--- config.mk ---
export PLATFORM = sky130hd
export DESIGN_NAME = alu_acc_pipe_flat
export DESIGN_NICKNAME = d
export VERILOG_FILES = /design/src/rtl/alu_acc_pipe_if.sv /design/src/rtl/alu_acc_pipe.sv /design/src/flat_wrapper.sv
export SDC_FILE = /design/constraint.sdc
export NUM_CORES = 1
export LEC_CHECK = 0
export CAP_MARGIN = 0
export CORE_ASPECT_RATIO = 0.5
export CORE_MARGIN = 2
export CORE_UTILIZATION = 45
export CTS_BUF_LIST = sky130_fd_sc_hd__clkbuf_16
export CTS_CLUSTER_DIAMETER = 60
export DETAILED_ROUTE_END_ITERATION = 7
export DONT_BUFFER_PORTS = 1
export SETUP_SLACK_MARGIN = 0.5
export SLEW_MARGIN = 25
export SYNTH_ARGS = -nofsm -noshare
export SYNTH_HDL_FRONTEND = slang
export SYNTH_SLANG_ARGS = --single-unit
export TNS_END_PERCENT = 1
--- constraint.sdc ---
create_clock -name clk -period 2.74 [get_ports clk]
set_clock_uncertainty 0.15 [all_clocks]
set_input_delay 0.548 -clock clk [delete_from_list [all_inputs] [get_ports clk]]
set_output_delay 0.548 -clock clk [all_outputs]
set_load 0.05 [all_outputs]
--- src/rtl/alu_acc_pipe_if.sv ---
// -----------------------------------------------------------------------------
// alu_acc_pipe_if
// Bundles the operand/result signals of alu_acc_pipe.
//
// Handshake: i_valid qualifies i_sel/i_data1/i_data2 on each rising clk edge.
// There is no ready signal because the pipeline never stalls. o_valid is a
// one-cycle strobe that marks the cycle in which o_data reflects a newly
// committed operation.
//
// Signals (driver -> pipe):
//   i_valid, i_clear, i_sel[1:0], i_data1[DATA_W-1:0], i_data2[DATA_W-1:0]
// Signals (pipe -> driver):
//   o_data[ACC_W-1:0], o_overflow, o_valid, o_count[CNT_W-1:0]
// Modports: master (stimulus/front end), slave (the pipeline).
// -----------------------------------------------------------------------------
interface alu_acc_pipe_if #(
  parameter int DATA_W = 3,
  parameter int ACC_W  = 6,
  parameter int CNT_W  = 8
);
  logic              i_valid;
  logic              i_clear;
  logic [1:0]        i_sel;
  logic [DATA_W-1:0] i_data1;
  logic [DATA_W-1:0] i_data2;
  logic [ACC_W-1:0]  o_data;
  logic              o_overflow;
  logic              o_valid;
  logic [CNT_W-1:0]  o_count;

  modport master (
    output i_valid, i_clear, i_sel, i_data1, i_data2,
    input  o_data, o_overflow, o_valid, o_count
  );

  modport slave (
    input  i_valid, i_clear, i_sel, i_data1, i_data2,
    output o_data, o_overflow, o_valid, o_count
  );
endinterface

--- src/rtl/alu_acc_pipe.sv ---
// -----------------------------------------------------------------------------
// alu_acc_pipe
// Two-stage pipelined select-and-accumulate datapath with registered outputs.
//   Stage 1 : forms the operand combination (A+B or A*B) at 2*DATA_W bits.
//   Stage 2 : adds/subtracts/loads it into the ACC_W accumulator, updates the
//             sticky overflow flag and the saturating commit counter.
//   Output  : registered copy of stage-2 state, so operands captured at edge N
//             appear on o_data with o_valid=1 after edge N+2.
//
// Ports:
//   clk      : rising-edge clock
//   i_rst_n  : asynchronous active-low reset
//   bus      : alu_acc_pipe_if.slave (operands, select, clear, results)
//
// sel: 0 ADD (acc+A+B), 1 SUB (acc-(A+B)), 2 MAC (acc+A*B), 3 LOAD (acc=A+B).
//
// Optional build macro: ALU_ACC_SATURATE_EN -- when defined, ADD/MAC carry
// clamps the accumulator to all-ones and SUB borrow clamps it to zero instead
// of wrapping. The overflow flag behaves the same in both builds.
// -----------------------------------------------------------------------------
module alu_acc_pipe #(
  parameter int DATA_W = 3,
  parameter int ACC_W  = 6,
  parameter int CNT_W  = 8
) (
  input  logic          clk,
  input  logic          i_rst_n,
  alu_acc_pipe_if.slave bus
);

  localparam int OP_W  = 2 * DATA_W;
  localparam int EXT_W = ACC_W + 1 - OP_W;

  localparam logic [1:0] SEL_ADD  = 2'd0;
  localparam logic [1:0] SEL_SUB  = 2'd1;
  localparam logic [1:0] SEL_MAC  = 2'd2;
  localparam logic [1:0] SEL_LOAD = 2'd3;

  generate
    if (ACC_W < 2 * DATA_W) begin : g_bad_acc_w
      $fatal(1, "alu_acc_pipe: ACC_W must be >= 2*DATA_W");
    end
  endgenerate

  // Stage 1 registers
  logic             s1_vld;
  logic [1:0]       s1_sel;
  logic [OP_W-1:0]  s1_op;

  // Stage 2 (architectural) state
  logic             s2_vld;
  logic [ACC_W-1:0] acc;
  logic             ovf;
  logic [CNT_W-1:0] cnt;

  // Stage 1 combinational operand
  logic [OP_W-1:0]  a_ext;
  logic [OP_W-1:0]  b_ext;
  logic [OP_W-1:0]  op_next;

  always_comb begin
    a_ext   = {{DATA_W{1'b0}}, bus.i_data1};
    b_ext   = {{DATA_W{1'b0}}, bus.i_data2};
    op_next = a_ext + b_ext;
    if (bus.i_sel == SEL_MAC) begin
      op_next = a_ext * b_ext;
    end
  end

  always_ff @(posedge clk or negedge i_rst_n) begin
    if (!i_rst_n) begin
      s1_vld <= 1'b0;
      s1_sel <= '0;
      s1_op  <= '0;
    end else if (bus.i_clear) begin
      s1_vld <= 1'b0;
    end else begin
      s1_vld <= bus.i_valid;
      if (bus.i_valid) begin
        s1_sel <= bus.i_sel;
        s1_op  <= op_next;
      end
    end
  end

  // Stage 2 arithmetic at ACC_W+1 bits; the top bit is the carry/borrow.
  logic [ACC_W:0]   op_wide;
  logic [ACC_W:0]   sum_wide;
  logic [ACC_W:0]   diff_wide;
  logic [ACC_W-1:0] acc_next;
  logic             ovf_next;

  always_comb begin
    op_wide   = {{EXT_W{1'b0}}, s1_op};
    sum_wide  = {1'b0, acc} + op_wide;
    diff_wide = {1'b0, acc} - op_wide;
    acc_next  = acc;
    ovf_next  = ovf;
    case (s1_sel)
      SEL_ADD, SEL_MAC: begin
        acc_next = sum_wide[ACC_W-1:0];
`ifdef ALU_ACC_SATURATE_EN
        if (sum_wide[ACC_W]) acc_next = '1;
`endif
        if (sum_wide[ACC_W]) ovf_next = 1'b1;
      end
      SEL_SUB: begin
        acc_next = diff_wide[ACC_W-1:0];
`ifdef ALU_ACC_SATURATE_EN
        if (diff_wide[ACC_W]) acc_next = '0;
`endif
        if (diff_wide[ACC_W]) ovf_next = 1'b1;
      end
      default: begin
        // LOAD: flag untouched
        acc_next = op_wide[ACC_W-1:0];
      end
    endcase
  end

  always_ff @(posedge clk or negedge i_rst_n) begin
    if (!i_rst_n) begin
      s2_vld <= 1'b0;
      acc    <= '0;
      ovf    <= 1'b0;
      cnt    <= '0;
    end else if (bus.i_clear) begin
      s2_vld <= 1'b0;
      acc    <= '0;
      ovf    <= 1'b0;
      cnt    <= '0;
    end else begin
      s2_vld <= s1_vld;
      if (s1_vld) begin
        acc <= acc_next;
        ovf <= ovf_next;
        if (cnt != {CNT_W{1'b1}}) begin
          cnt <= cnt + 1'b1;
        end
      end
    end
  end

  // Output registers; clear zeroes them on the same edge as the internal state.
  always_ff @(posedge clk or negedge i_rst_n) begin
    if (!i_rst_n) begin
      bus.o_data     <= '0;
      bus.o_overflow <= 1'b0;
      bus.o_valid    <= 1'b0;
      bus.o_count    <= '0;
    end else if (bus.i_clear) begin
      bus.o_data     <= '0;
      bus.o_overflow <= 1'b0;
      bus.o_valid    <= 1'b0;
      bus.o_count    <= '0;
    end else begin
      bus.o_data     <= acc;
      bus.o_overflow <= ovf;
      bus.o_valid    <= s2_vld;
      bus.o_count    <= cnt;
    end
  end

endmodule
--- src/flat_wrapper.sv ---
// flat-port wrapper written by rule: the top's interface ports become plain ports
module alu_acc_pipe_flat 
#(
  parameter int DATA_W = 3,
  parameter int ACC_W  = 6,
  parameter int CNT_W  = 8
)
  (clk, i_rst_n, bus_i_valid, bus_i_clear, bus_i_sel, bus_i_data1, bus_i_data2, bus_o_data, bus_o_overflow, bus_o_valid, bus_o_count);
  alu_acc_pipe_if #(.DATA_W(DATA_W), .ACC_W(ACC_W), .CNT_W(CNT_W)) bus_i ();
  input  logic clk;
  input  logic i_rst_n;
  input wire logic [$bits(bus_i.i_valid)-1:0] bus_i_valid;
  input wire logic [$bits(bus_i.i_clear)-1:0] bus_i_clear;
  input wire logic [$bits(bus_i.i_sel)-1:0] bus_i_sel;
  input wire logic [$bits(bus_i.i_data1)-1:0] bus_i_data1;
  input wire logic [$bits(bus_i.i_data2)-1:0] bus_i_data2;
  output wire logic [$bits(bus_i.o_data)-1:0] bus_o_data;
  output wire logic [$bits(bus_i.o_overflow)-1:0] bus_o_overflow;
  output wire logic [$bits(bus_i.o_valid)-1:0] bus_o_valid;
  output wire logic [$bits(bus_i.o_count)-1:0] bus_o_count;
  assign bus_i.i_valid = bus_i_valid;
  assign bus_i.i_clear = bus_i_clear;
  assign bus_i.i_sel = bus_i_sel;
  assign bus_i.i_data1 = bus_i_data1;
  assign bus_i.i_data2 = bus_i_data2;
  assign bus_o_data = bus_i.o_data;
  assign bus_o_overflow = bus_i.o_overflow;
  assign bus_o_valid = bus_i.o_valid;
  assign bus_o_count = bus_i.o_count;
  alu_acc_pipe #(.DATA_W(DATA_W), .ACC_W(ACC_W), .CNT_W(CNT_W)) u_core (.clk(clk), .i_rst_n(i_rst_n), .bus(bus_i));
endmodule
==> results of run 1 <==
metrics by stage:
stage          hold slack [ns]  worst slack [ns]  area (um^2)  std cells  utilization
5_1_grt                  0.156             0.442         2710        319        0.534
3_5_place_dp             0.103             0.273         2490        309        0.491
4_1_cts                  0.161             0.487         2690        319        0.530
6_report                 0.168             0.583         2710        319        0.534
2_1_floorplan            0.102             0.376         2450        251            -
3_3_place_gp             0.103             0.336         2490        309        0.491
final timing paths:
check                                   endpoint  slack, ns  cells after the start
max                              u_core.s1_op[4]       0.58                      8
min                        u_core.bus.o_count[7]       0.17                      1
max reg2reg                        u_core.acc[5]       0.60                      7
min reg2reg                   u_core.bus.o_valid       0.31                      1
max in group asynchronous        u_core.s1_op[3]       1.66                      2
min in group asynchronous  u_core.bus.o_count[6]       0.58                      2
per-layer routing:
layer | wire [um] | GRT usage | part of all wire
met5 | 0 | 0 | 0
met4 | 68 | 0.0714 | 0.015
met3 | 255 | 0.0492 | 0.055
met2 | 2060 | 0.259 | 0.45
met1 | 2230 | 0.225 | 0.48
cell type report:
| class | instances | area share |
|---|---|---|
| Clock inverter | 3 | 0.0152 |
| Timing Repair Buffer | 2 | 0.0111 |
| Clock buffer | 5 | 0.0462 |
| Sequential cell | 41 | 0.379 |
| Inverter | 26 | 0.0360 |
| Tap cell | 70 | 0.0323 |
| Multi-Input combinational cell | 172 | 0.480 |
critical path: cells and delay by family:
kind,cells,cell delay (ns)
AOI/OAI and AO/OA,1,0.15
xor gates and xnor gates,1,0.17
adders and majority gates,3,1.11
buffers and inverters,1,0.04
and+or+nand+nor,2,0.20
power groups by stage:
stage          logic, mW  clock network, mW  registers, mW
4_1_cts            0.314              0.687          0.714
2_1_floorplan      0.271                  0          0.697
6_report           0.326              0.667          0.716
3_3_place_gp       0.283                  0          0.724
5_1_grt            0.372              0.719          0.722
3_5_place_dp       0.290                  0          0.726
state kept, by name, summed over array words and instances, names as in the netlist:
register and flops:
u_core.bus.o_count 8, u_core.cnt 8, u_core.acc 6, u_core.bus.o_data 6, u_core.s1_op 6, u_core.s1_sel 2, u_core.bus.o_overflow 1, u_core.bus.o_valid 1
u_core.ovf 1, u_core.s1_vld 1, u_core.s2_vld 1
cell families (layout without fill, tap and decap cells):
family                     count (synthesis)  after routing  share of synthesized area
muxes                                      8              8                     0.0339
AOI/OAI and AO/OA                         51             51                      0.136
DFF                                       41             41                      0.421
adders and majority gates                 26             26                      0.149
and+or+nand+nor                           77             77                      0.162
xor gates and xnor gates                  10             10                     0.0360
buffers and inverters                     38             36                     0.0622
timing repair:
item,4_1_cts,5_1_grt
hold endpoints to repair,41,0
pin swaps,0,1
gates resized for setup,1,4
endpoints found under the setup margin,1,5
hold buffers,2,0
Yosys cell counts, types with 2 or more instances:
cell type,n,area share
nand2b_1,3,0.0077
a31oi_1,2,0.0051
mux2_2,2,0.0092
a211oi_1,5,0.015
o21ai_0,10,0.021
a32o_1,2,0.0082
nand2_1,15,0.023
nor3_1,5,0.010
nand3_1,2,0.0041
buf_1,2,0.0031
clkbuf_1,8,0.012
a21oi_1,16,0.033
o211ai_1,5,0.015
inv_1,25,0.039
nor2_1,20,0.031
and2_1,6,0.015
nor2b_1,16,0.041
mux2i_1,6,0.025
xnor2_1,3,0.011
fa_1,5,0.041
dfrtp_1,41,0.42
o311ai_0,2,0.0072
xor2_1,7,0.025
nand4_1,3,0.0077
ha_1,21,0.11
o21bai_1,2,0.0062
==> summary.log, run 1 <==
[clock_network] maximum buffer depth of the clock tree 2
[worst_setup_path] launch point of the worst reg-to-reg path u_core.s1_op[1]
[drt] post-DR wirelength/cell 14.5 um
[cells_and_area] layout cells sized above 1 0.0924
[drt] 1st-pass router iterations 4
[timing] worst relative slew slack 0.611
[place] GP Congestion 0.860
[synth] post-synthesis instance area 2430 um^2
[cells_and_area] area of the multi-input gates 1300 um^2
[drt] final routed DRC violation total 0
[power_and_ir_drop] power density over the cells 631 nW/um^2
[synth] flip-flop and latch count after synthesis 41
[synth] proportion of synthesized flip-flops having asynchronous set or reset 1.00
[synth] fraction of the yosys area taken by sequential cells 0.421
[global_route] maximum number of pins on one net before global-route repair 42
[cells_and_area] area taken by flip-flops and latches 1030 um^2
[timing] Setup Total Neg Slack 0 ns
[timing] slew at the pin closest to its max-slew limit 0.584 ns
[synth] warning count from the yosys run 0
[cells_and_area] # diodes 0
[power_and_ir_drop] Comb power frac 0.191
[timing] fraction of the cycle the final worst path needs 0.787
[drt] via/cell ratio 5.33
[drt] Routed Antenna Nets 0
[place] port bufs 0
[synth] synthesized netlist net count 289
[worst_setup_path] data required time at the worst endpoint 2.79 ns
[global_route] total global routing overflow 0
[global_route] antenna violations before repair 0
[global_route] combined global-route utilization of all metal layers 0.170
[power_and_ir_drop] Leakage Power 1.25 nW
[place] final HPWL from detailed placement 3270 um
[clock_network] Setup Buffers After CTS 0
[global_route] first-pass GRT wire length 7910 um
[die] die span in x 108 um
[worst_setup_path] startpoint class of the critical path input port
[timing] achievable clock frequency 0.464 GHz
[die] Die Y 56.0 um
[power_and_ir_drop] cell internal pwr 1.21 mW
[worst_setup_path] Max stage delay on crit path 0.54 ns
[global_route] via count of the first global-routing pass 1664
[die] Core Box Area 5070 um^2
[timing] number of max-slew violations in the final report 0
[clock_network] htree depth 2
[worst_setup_path] kind of end point of the critical path flip-flop
[timing] Hold Violations, Final 0
[clock_network] Worst-Skew Late Latency 0.28 ns
[worst_setup_path] origin of the worst setup path bus_i_data1[2]
[die] number of cell rows 18
[cells_and_area] FILL cells 471
[cells_and_area] layout overhead on the synthesized area 11.2%
[worst_hold_path] type of the worst min-delay path in2reg
[worst_setup_path] largest fanout on the critical path 3
[synth] number of enable flip-flop cells after synthesis 0
[power_and_ir_drop] sw power 0.495 mW
[cells_and_area] most common library cell in the layout ignoring fill and taps dfrtp_1
[worst_setup_path] slowest cell on the critical path fa_1
[clock_network] Clock Root Buffer clkbuf_16
[die] full die area 6050 um^2
[die] initial standard-cell utilization of the core 0.480
[die] number of top-level pins 28
[clock_network] number of buffers created by CTS 5
[drt] WL final 4610 um
[drt] Starting DRT DRC Count 110
[timing] Final min period 2.16 ns
[power_and_ir_drop] power after layout 1.71 mW
[worst_setup_path] chain of cells forming the critical path and2_4 -> fa_1 -> ha_2 -> inv_2 -> fa_1 -> xnor2_1 -> nand2_1 -> o21ai_0
[cells_and_area] most frequent cells in the layout dfrtp_1, inv_1, nor2_1
[power_and_ir_drop] clock network fraction of total power 0.390
[drt] overall via count from detail_route 1700
[power_and_ir_drop] Flop pwr share 0.419
[synth] Avg Inst Size Synth 9.70 um^2
[outcome] outcome complete, no violations
[worst_hold_path] startpoint of the most critical hold path bus_i_clear
[synth] Top FF cell, synth dfrtp_1
[clock_network] clock tree from TritonCTS done
[worst_setup_path] most prevalent standard cell on the critical path fa_1
[synth] cells after synthesis 251
[clock_network] clock slew seen by the registers of the worst setup and hold paths 0.06 ns
[power_and_ir_drop] fraction of power spent switching nets 0.290
[cells_and_area] number of nets in the finished design 286
[clock_network] CTS Sinks 41
[worst_setup_path] Crit Path Class in2reg
[worst_setup_path] worst path arrival time 2.21 ns
[synth] count of cell types in the netlist 43
[timing] unrepaired setup endpoints after global routing yes
[timing] Setup violations, final 0
[job] Maximum Capacitance Violations 0
[power_and_ir_drop] Max IR drop VDD 0.349 mV
Power figures use the tool's default switching activity.
==> run 2: changes to the inputs <==
Clock period 2.74 ns to 1.8 ns, I/O delays scaled along.
==> summary.log, run 2 (same netlist as run 1, synthesis figures left out) <==
[clock_network] CTS Sinks 41 [unchanged]
[power_and_ir_drop] Max IR drop VDD 0.518 mV [+48%]
[drt] Starting DRT DRC Count 98 [-11%]
[timing] achievable clock frequency 0.482 GHz
[clock_network] htree depth 2 [unchanged]
[worst_setup_path] worst path arrival time 2.08 ns [-0.13 ns]
[clock_network] Worst-Skew Late Latency 0.28 ns [about the same]
[worst_setup_path] startpoint class of the critical path flip-flop
[worst_setup_path] kind of end point of the critical path flip-flop
[clock_network] number of buffers created by CTS 5 [unchanged]
[timing] Hold Violations, Final 61 [+61]
[cells_and_area] # diodes 0 [unchanged]
[drt] overall via count from detail_route 1812 [+6.6%]
[timing] Setup violations, final 7 [+7]
[power_and_ir_drop] Leakage Power 1.38 nW [+11%]
[global_route] combined global-route utilization of all metal layers 0.176 [+0.00603]
[cells_and_area] Cell Count, Final, Fillers Out 348 [+9.1%]
[clock_network] clock slew seen by the registers of the worst setup and hold paths 0.06 ns [about the same]
[job] Maximum Capacitance Violations 0 [unchanged]
[timing] Final min period 2.08 ns
[cells_and_area] number of nets in the finished design 315 [+10%]
[drt] 1st-pass router iterations 4 [unchanged]
[die] number of cell rows 18 [unchanged]
[clock_network] maximum buffer depth of the clock tree 2 [unchanged]
[die] die span in x 108 um [unchanged]
[clock_network] clock tree from TritonCTS done
[timing] fraction of the cycle the final worst path needs 1.15
[cells_and_area] most frequent cells in the layout buf_4, dfrtp_1, inv_1
[outcome] outcome finished with violations
[clock_network] Clock Root Buffer clkbuf_16
[global_route] total global routing overflow 0 [unchanged]
[global_route] maximum number of pins on one net before global-route repair 42 [unchanged]
[cells_and_area] post-route cell area 3010 um^2 [+11%]
[die] full die area 6050 um^2 [unchanged]
[worst_setup_path] largest fanout on the critical path 3 [unchanged]
[die] Core Box Area 5070 um^2 [unchanged]
[cells_and_area] utilization of the core after routing 0.594 [+0.0600]
[timing] worst relative slew slack 0.702 [+0.0919]
[cells_and_area] layout overhead on the synthesized area 23.7%
[place] GP Congestion 0.847 [-1.6%]
[place] port bufs 0 [unchanged]
[drt] post-DR wirelength/cell 13.8 um [-4.2%]
[place] final HPWL from detailed placement 3480 um [+6.4%]
[worst_hold_path] type of the worst min-delay path in2async
[global_route] first-pass GRT wire length 8250 um [+4.2%]
[cells_and_area] area of the multi-input gates 1380 um^2 [+6.0%]
[timing] final hold slack -0.381 ns [-0.548 ns]
[die] initial standard-cell utilization of the core 0.480 [unchanged]
[cells_and_area] layout cells sized above 1 0.281 [+0.188]
[drt] final routed DRC violation total 0 [unchanged]
[drt] WL final 4820 um [+4.5%]
[global_route] antenna violations before repair 0 [unchanged]
[cells_and_area] area taken by flip-flops and latches 1040 um^2 [+1.5%]
[worst_setup_path] data required time at the worst endpoint 1.80 ns [-0.99 ns]
[worst_setup_path] Crit Path Class reg2reg
[power_and_ir_drop] power after layout 2.77 mW [+62%]
[timing] post-route setup slack -0.276 ns [-0.859 ns]
[place] number of placed cells counting well taps 335 [+8.4%]
[die] number of top-level pins 28 [unchanged]
[cells_and_area] Regs by FF count u_core.bus.o_count: 8 flops, u_core.cnt: 8 flops
[die] Die Y 56.0 um [unchanged]
[clock_network] CTS Hold Bufs 1 [-1]
[timing] slew at the pin closest to its max-slew limit 0.446 ns [-0.138 ns]
[drt] Routed Antenna Nets 0 [unchanged]
[drt] via/cell ratio 5.21 [-2.3%]
[cells_and_area] FILL cells 434 [-7.9%]
[global_route] via count of the first global-routing pass 1774 [+6.6%]
[timing] unrepaired setup endpoints after global routing yes
[timing] number of max-slew violations in the final report 0 [unchanged]
[timing] Setup Total Neg Slack -1.24 ns [-1.24 ns]
[place] total placed instance area 2680 um^2 [+7.9%]
[power_and_ir_drop] power density over the cells 920 nW/um^2 [+46%]
[outcome] violated checks negative hold slack, negative setup slack
-- run 2: repair_timing --
action / in CTS / in global routing
resized for setup: 27 / 14
pin swaps: 27 / 20
setup endpoints to repair: 36 / 37
setup buffers: 2 / 2
hold endpoints to repair: 67 / 66
-- run 2: metrics by stage --
stage	worst slack, ns	hold WS [ns]
2_1_floorplan	-0.376	-0.0856
5_1_grt	-0.325	-0.402
3_5_place_dp	-0.410	-0.0848
4_1_cts	-0.271	-0.389
3_3_place_gp	-0.395	-0.0848
6_report	-0.276	-0.381
-- run 2: path summary, 6_finish.rpt --
kind                                from               endpoint  slack, ns  depth (start not counted)
max reg2reg                u_core.acc[0]          u_core.acc[5]      -0.28                          7
max                        u_core.acc[0]          u_core.acc[5]      -0.28                          7
min                              i_rst_n  u_core.bus.o_count[5]      -0.38                          0
min in group clk             bus_i_clear  u_core.bus.o_count[0]      -0.01                          1
min reg2reg                   u_core.ovf  u_core.bus.o_overflow       0.37                          1
max in group asynchronous        i_rst_n   u_core.bus.o_data[3]       1.80                          0
-- run 2: metal layers --
metal  global-route usage  routed length, um  vias to the layer above
li1                     -                  -                      903
met1                0.247               2460                      857
met2                0.256               2050                       43
met3               0.0445                230                        9
met4               0.0733                 83                        0
met5                    0                  0                        -
-- run 2: cell type report --
class	instances	area share
inverter	26	0.0324
tap	70	0.0291
sequential	41	0.346
clock inverter	3	0.0137
clock buffer	5	0.0415
multi-input combinational	172	0.457
timing repair buffer	31	0.0802
-- run 2: report_power, final --
group	switching [mW]	internal, mW	total, mW
Sequential	0.0878	0.977	1.06
Combinational	0.342	0.361	0.704
Clock	0.353	0.649	1.00
Total	0.783	1.99	2.77
-- run 2: critical path, cell delays in order (launching register included) --
cell	delay, ns
dfrtp_1	0.40
buf_4	0.15
ha_4	0.15
buf_4	0.12
a221o_1	0.34
a221oi_2	0.29
mux2i_1	0.23
o211ai_1	0.11
